**src/rtl/rs_latch_ctrl_pkg.sv**
```systemverilog
// Shared types and constants for the rs latch sequencer.
package rs_ctrl_pkg;

    typedef enum logic [1:0] {
        IDLE   = 2'd0,
        DRIVE  = 2'd1,
        SETTLE = 2'd2,
        CHECK  = 2'd3
    } state_e;

    localparam logic OP_SET   = 1'b1;
    localparam logic OP_RESET = 1'b0;

    function automatic int max2(input int a, input int b);
        return (a > b) ? a : b;
    endfunction

endpackage

```
**src/rtl/rs_latch_ctrl_rr_arbiter.sv**
```systemverilog
// Combinational round-robin arbiter: rotate by ptr, take lowest set bit, rotate back.
module rr_arbiter #(
    parameter int N = 4,
    localparam int PW = (N > 1) ? $clog2(N) : 1
) (
    input  logic [N-1:0]  req,
    input  logic [PW-1:0] ptr,
    output logic [N-1:0]  gnt
);

    logic [N-1:0] rot;
    logic [N-1:0] rot_gnt;

    // rot[i] holds req[(ptr+i) mod N], so bit 0 is the highest-priority requester
    assign rot     = N'({req, req} >> ptr);
    assign rot_gnt = rot & (~rot + 1'b1);
    assign gnt     = N'(({rot_gnt, rot_gnt} << ptr) >> N);

endmodule

```
**src/rtl/rs_latch_ctrl.sv**
```systemverilog
// Shares one external rs latch among N requesters: round-robin pick, clean s/r pulse,
// settle, read q/n back, acknowledge the winner. All outputs are registered.
module rs_latch_ctrl
    import rs_ctrl_pkg::*;
#(
    parameter int N      = 4,
    parameter int PULSE  = 2,
    parameter int SETTLE = 1
) (
    input  logic         clk,
    input  logic         rst_n,
    input  logic [N-1:0] req,
    input  logic [N-1:0] op,
    output logic [N-1:0] gnt,
    output logic [N-1:0] done,
    output logic         err,
    output logic         busy,
    output logic         s,
    output logic         r,
    input  logic         q,
    input  logic         n
);

    localparam int PW = (N > 1) ? $clog2(N) : 1;
    localparam int CW = $clog2(max2(PULSE, SETTLE) + 1);

    state_e        state, state_nxt;
    logic [CW-1:0] cnt, cnt_nxt;
    logic [PW-1:0] ptr, ptr_nxt;
    logic [PW-1:0] win, win_nxt, win_sel;
    logic          op_l, op_nxt, op_sel;
    logic [N-1:0]  arb_gnt, gnt_nxt, done_nxt;
    logic          s_nxt, r_nxt, err_nxt;

    rr_arbiter #(.N(N)) u_arb (
        .req (req),
        .ptr (ptr),
        .gnt (arb_gnt)
    );

    always_comb begin
        win_sel = '0;
        for (int i = 0; i < N; i++)
            if (arb_gnt[i]) win_sel = PW'(i);
    end

    assign op_sel = |(op & arb_gnt);

    always_ff @(posedge clk) begin
        if (!rst_n) begin
            state <= IDLE;
            cnt   <= '0;
            ptr   <= '0;
            win   <= '0;
            op_l  <= OP_RESET;
            gnt   <= '0;
            done  <= '0;
            err   <= 1'b0;
            busy  <= 1'b0;
            s     <= 1'b0;
            r     <= 1'b0;
        end else begin
            state <= state_nxt;
            cnt   <= cnt_nxt;
            ptr   <= ptr_nxt;
            win   <= win_nxt;
            op_l  <= op_nxt;
            gnt   <= gnt_nxt;
            done  <= done_nxt;
            err   <= err_nxt;
            busy  <= (state_nxt != IDLE);
            s     <= s_nxt;
            r     <= r_nxt;
        end
    end

    always_comb begin
        state_nxt = state;
        cnt_nxt   = cnt;
        ptr_nxt   = ptr;
        win_nxt   = win;
        op_nxt    = op_l;
        gnt_nxt   = gnt;
        done_nxt  = '0;
        err_nxt   = err;
        s_nxt     = s;
        r_nxt     = r;
        case (state)
            IDLE: begin
                if (|req) begin
                    win_nxt   = win_sel;
                    op_nxt    = op_sel;
                    gnt_nxt   = arb_gnt;
                    s_nxt     = (op_sel == OP_SET);
                    r_nxt     = (op_sel == OP_RESET);
                    cnt_nxt   = CW'(PULSE - 1);
                    state_nxt = DRIVE;
                end
            end
            DRIVE: begin
                if (cnt == '0) begin
                    s_nxt     = 1'b0;
                    r_nxt     = 1'b0;
                    cnt_nxt   = CW'(SETTLE - 1);
                    state_nxt = rs_ctrl_pkg::SETTLE;
                end else begin
                    cnt_nxt = cnt - 1'b1;
                end
            end
            rs_ctrl_pkg::SETTLE: begin
                // readback is sampled at the edge that enters CHECK; done is visible during CHECK
                if (cnt == '0) begin
                    if (!(q == op_l && n == !op_l)) err_nxt = 1'b1;
                    done_nxt  = gnt;
                    state_nxt = CHECK;
                end else begin
                    cnt_nxt = cnt - 1'b1;
                end
            end
            CHECK: begin
                gnt_nxt   = '0;
                ptr_nxt   = (win == PW'(N - 1)) ? '0 : win + 1'b1;
                state_nxt = IDLE;
            end
            default: state_nxt = IDLE;
        endcase
    end

endmodule

```
**config.mk**
```make
export PLATFORM = sky130hd
export DESIGN_NAME = rs_latch_ctrl
export DESIGN_NICKNAME = d
export VERILOG_FILES = /design/src/rtl/rs_latch_ctrl_pkg.sv /design/src/rtl/rs_latch_ctrl_rr_arbiter.sv /design/src/rtl/rs_latch_ctrl.sv
export SDC_FILE = /design/constraint.sdc
export NUM_CORES = 1
export LEC_CHECK = 0
export BUFFER_PORTS_ARGS = -buffer_cell sky130_fd_sc_hd__buf_2
export CAP_MARGIN = 20
export CORE_ASPECT_RATIO = 0.75
export CORE_UTILIZATION = 53
export CTS_CLUSTER_DIAMETER = 150
export DETAILED_ROUTE_END_ITERATION = 8
export PLACE_DENSITY = 0.79
export SYNTH_ARGS = -nofsm -noshare
export SYNTH_HDL_FRONTEND = slang
export SYNTH_SLANG_ARGS = --single-unit
```
**constraint.sdc**
```tcl
create_clock -name clk -period 2.4 [get_ports clk]
set_clock_uncertainty 0.2 [all_clocks]
set_input_delay 0.24 -clock clk [delete_from_list [all_inputs] [get_ports clk]]
set_output_delay 0.24 -clock clk [all_outputs]
set_load 0.05 [all_outputs]
```
After elaboration in Yosys (flattened, before gate mapping)
Cells that the tools add are included.

Bits in registers: 21. Word-level logic and storage cells: 65.

Add/subtract/negate cells: 3. Equality and inequality tests: 9. Shift-type cells: 2. Mux-type cells: 19. Bitwise gates (word level): 5. Reduce and logical (&&, ||, !) cells: 16.

Operator list (count): $mux W2 (9); $reduce_and A3 Y1 (4); $and A4 B4 Y4 (2); $pmux W2 S4 (1); $pmux W4 S2 (1); $reduce_or A4 Y1 (2); $shl A8 B2 Y8 (1); $shr A8 B2 Y4 (1); $eq A2 B2 Y1 const B (3); $ne A2 B2 Y1 const B (3); $pmux W2 S3 (1); $reduce_bool A2 Y1 (3); $add A4 B1 Y4 const B (1); $logic_not A2 Y1 (2); $mux W1 (4); $mux W4 (1); $not A4 Y4 (1); $pmux W1 S2 (2); $reduce_and A2 Y1 (2); $reduce_bool A3 Y1 (1); $add A2 B1 Y2 const B (1); $eq A1 B1 Y1 (2); $eq A2 B1 Y1 const B (1); $not A1 Y1 (2); 3 further kinds (3).

Longest topological paths before layout
Word-level depth: 10. Gate-level depth with buffers: 7. Mapped depth without buffers: 7.

Cells and area by module
A second synthesis with hierarchy kept.

Cell total of the unflattened synthesis: 132. Area, all modules: 1146.1 um^2.

By module, submodules not included: rs_latch_ctrl (instances 1, cells an instance 116, area each 1047.3 um^2, seq. area each 420.4 um^2); rr_arbiter (instances 1, cells an instance 16, area each 98.8 um^2, seq. area each 0.0 um^2).

Least setup slack after synthesis
No wires, ideal clock.

Path type: register -> register. Start: register state[0]. End: register r. Library setup time: 0.058 ns. Arrival time: 1.443 ns. Data required time: 2.142 ns. Slack: 0.699 ns. Stages on the path, launching flop included: 7. Path buffers: 0. Period minus slack after synthesis: 1.701 ns. Path through: dfxtp_1 inv_1 ha_1 nor2b_1 nand3b_1 a2111oi_2 a21o_1.

Cells in the longest elaborated chain, start to end: 3. Elaborated cells between the ends (all ways): 7.

RTL lines: from (decl) (line rs_latch_ctrl.sv:27) `state_e state, state_nxt;`; from (signal assigned) (line rs_latch_ctrl.sv:63) `state <= state_nxt;`; $eq A2 B1 Y1 / $logic_not A2 Y1 (equally long branches) (line rs_latch_ctrl.sv:88) `case (state)`; $ne A2 B2 Y1 (no source line) / $reduce_bool A2 Y1 (equally long branches); $reduce_and A3 Y1 (no source line); to (signal assigned) (line rs_latch_ctrl.sv:73) `r <= r_nxt;`; to (decl) (line rs_latch_ctrl.sv:19) `output logic r,`.

Parallel ways exist; a longest one is shown, timed or not. A chain may end at the register's enable or synchronous reset.

Worst setup path after layout
Start: register state[1]. End: register r.

The elaborated chain is that of the path after synthesis.

==> out/metrics.csv <==
stage;metric;value;unit
synthesis;avgSynthCellArea;9.22;um^2
timing;tightestPinTransition;0.459;ns
critical_path;crit_path_start;state[1]$_SDFF_PN0_;
power_and_ir_drop;ir_worst_vdd;0.404;mV
critical_path;slowest_delay;0.37;ns
power_and_ir_drop;power_frac_comb;34.5;%
drt;viasPerCell;5.76;
die;die_area;2310;um^2
cts;clk_latency;0.31;ns
timing;relSlewSlack;69.1;%
timing;drv_slew;0;
die;core;2000;um^2
final_layout;drive_gt1_share;22.4;%
synthesis;yosys_most_used_dff;dfxtp_1;
synthesis;synth_mux_area_share;1.78;%
cts;clock-root-buffer;clkbuf_4;
critical_path;rrSetupSlack;0.43;ns
timing;fmax;0.508;GHz
drt;vias;985;
final_layout;fill_cells;195;
placement;gp_congestion;0.797;
synthesis;synthArstFlopShare;0;%
power_and_ir_drop;p_leak;0.000565;uW
synthesis;synth-simple-area-share;21.9;%
critical_path;reg2reg_from;state[1]$_SDFF_PN0_;
die;die_w;55.2;um
timing;finalCriticalPeriod;1.97;ns
job;drv_cap;0;
timing;hold_viol_final;0;
cts;cts_buffer_depth;2;
cts;cts_sinks;21;
min_path;holdCritPathClass;primary input to register;
critical_path;path_class;register to register;
final_layout;num_antenna_cells;0;
power_and_ir_drop;p_int;556;uW
synthesis;synth_area;1120;um^2
power_and_ir_drop;seqPwrFrac;46.3;%
timing;rsz0062_at_grt;false;
timing;finalSetupViolations;0;
power_and_ir_drop;switchingPower;348;uW
drt;drtIter0Drc;38;
synthesis;seq_area_frac_synth;37.4;%
global_routing;grt_use_total;24.7;%
drt;wl;2.39;mm
die;ios;24;
synthesis;yosys.area_share.adder;10.0;%
synthesis;synth_compound_area_share;26.5;%
die;rows;14;
drt;drcViolationCount;0;
power_and_ir_drop;p_clk_share;19.2;%
critical_path;cp.arrival;2.04;ns
cts;tritoncts;done;
cts;ctsResizeCount;0;
cts;cts-hold-fix-buffers;0;
run_status;outcome;finished, final reports clean;
cts;clk_pin_slew;0.12;ns
cts;post_cts_buffers;0;
min_path;hold_depth;3;
final_layout;nets;169;
cts;htree_levels;1;
critical_path;slowest_stage;dfxtp_1;
synthesis;synth_seq_cells;21;
die;initial_utilization;56.3;%
synthesis;synth_xor_area_share;0;%
final_layout;areaGrowthSynthToFinish;14.6;%
critical_path;critPathBufInv;1;
cts;cts_made_buffers;3;
placement;portBuffers;23;
critical_path;timing.rr.end;r$_SDFFE_PN0P_;
critical_path;rr_worst_depth;6;
power_and_ir_drop;power.density;701;nW/um^2
synthesis;yosysWarnings;0;
timing;fin_ws;0.433;ns
drt;firstDrtPassIters;4;
final_layout;final_cell_mix;23 x buf_2, 21 x dfxtp_1, 12 x nor2b_1, 12 x nor2_1, 9 x ha_1;
placement;place_ws;0.469;ns
synthesis;synth_top_family_by_area;compound AO/OA/AOI/OAI gates;
critical_path;end_kind;register;
min_path;hold_end;r$_SDFFE_PN0P_;
synthesis;syn_inst;122;
global_routing;grt_overflow_total;0;
synthesis;synth_cell_types;37;
drt;avgRoutedWirePerCell;14.0;um
final_layout;final_common_cell;buf_2;
synthesis;syn-num-nets;143;
power_and_ir_drop;switching_share;38.5;%
drt;ant_nets;0;
global_routing;grt_antenna_before_repair;0;
synthesis;synth_edf_count;0;
global_routing;grt_max_degree;18;
global_routing;grt_pass1_wl;4.00;mm
critical_path;path_cells;inv_1 > ha_1 > nor2b_1 > nand3b_1 > a2111oi_2 > a21o_1;
critical_path;crit_path_start_kind;register;
global_routing;grt_pass1_vias;875;
min_path;min-delay-start;op[2];
placement;hpwl;1.85;mm
timing;finalCritPeriodShare;82.0;%
timing;setup_tns;0;ns
critical_path;worstPathRequired;2.47;ns
critical_path;path_delay_family;simple AND/OR/NAND/NOR gates;
die;die_h;41.9;um
critical_path;cp_max_fo;8;
==> metrics by stage <==
| stage | util (%) | instance area (um^2) | power (uW) | hold slack, ns | std cells |
|---|---|---|---|---|---|
| 6_report | 64.5 | 1290 | 903 | 0.0605 | 171 |
| 5_1_grt | 64.5 | 1290 | 957 | 0.0611 | 171 |
| 4_1_cts | 64.5 | 1290 | 907 | 0.0573 | 171 |
| 3_5_place_dp | 63.2 | 1260 | 734 | 0.258 | 167 |
| 3_3_place_gp | 63.2 | 1260 | 718 | 0.255 | 167 |
| 2_1_floorplan | - | 1120 | 649 | 0.168 | 122 |
==> cell type report <==
cell class | instances | area [um^2] | share of cell area, %
flip-flops and latches | 21 | 420 | 32.6
inverters | 5 | 18.8 | 1.46
repair buffers | 23 | 115 | 8.93
multi-input cells | 94 | 677 | 52.5
well taps | 24 | 30.0 | 2.33
clock buffers | 3 | 22.5 | 1.75
clock inverters | 1 | 5.00 | 0.388
==> Yosys cell counts, types with 3 or more instances <==
cell	n	area, um^2
dfxtp_1	21	420
nor2_1	12	45.0
nor2b_1	12	75.1
ha_1	9	113
o21ai_0	7	35.0
a21oi_1	6	30.0
nand2_1	6	22.5
inv_1	5	18.8
and2_1	4	25.0
o21bai_1	4	30.0
a22oi_1	3	22.5
and3_1	3	18.8
==> sequential cells by signal (all words and copies together), names as in the netlist <==
name and count:
win 2, r 1, state 2, op_l 1
ptr 2, s 1, done 4, err 1
cnt 2, busy 1, gnt 4
==> power by group through the flow <==
| stage | combinational [uW] | clock (uW) | sequential, uW |
|---|---|---|---|
| floorplan | 168 | 0 | 481 |
| global placement | 296 | 0 | 422 |
| detailed placement | 309 | 0 | 425 |
| CTS | 311 | 178 | 417 |
| global route | 342 | 191 | 424 |
| finish | 311 | 174 | 418 |
==> worst register-to-register path, stage by stage, from the launching register on <==
cell and delay (ns):
dfxtp_1 0.37, inv_1 0.13, ha_1 0.34, nor2b_1 0.38, nand3b_1 0.16, a2111oi_2 0.23, a21o_1 0.12
==> worst max-delay path by stage <==
stage	cells past startpoint	to	slack [ns]
floorplan	6	r$_SDFFE_PN0P_	0.70
global placement	6	r$_SDFFE_PN0P_	0.60
detailed placement	6	r$_SDFFE_PN0P_	0.47
CTS	6	r$_SDFFE_PN0P_	0.43
global route	6	r$_SDFFE_PN0P_	0.28
finish	6	r$_SDFFE_PN0P_	0.43
==> routing by layer <==
metal  vias to the layer above  share of wire, %  GRT usage, %
li1                        495                 -             -
met1                       451                47          32.7
met2                        33                45          35.4
met3                         6               5.5          7.69
met4                         0               2.2          12.5
met5                         -                 0             0
==> cells by family (layout without fill, tap and decap cells) <==
group	after synthesis	after routing
AND/OR/NAND/NOR	43	43
AO/OA/AOI/OAI	40	40
flip-flops	21	21
adder cells (fa/ha/maj)	9	9
buffers and inverters	7	32
multiplexers	2	2
Power figures use the tool's default switching activity.
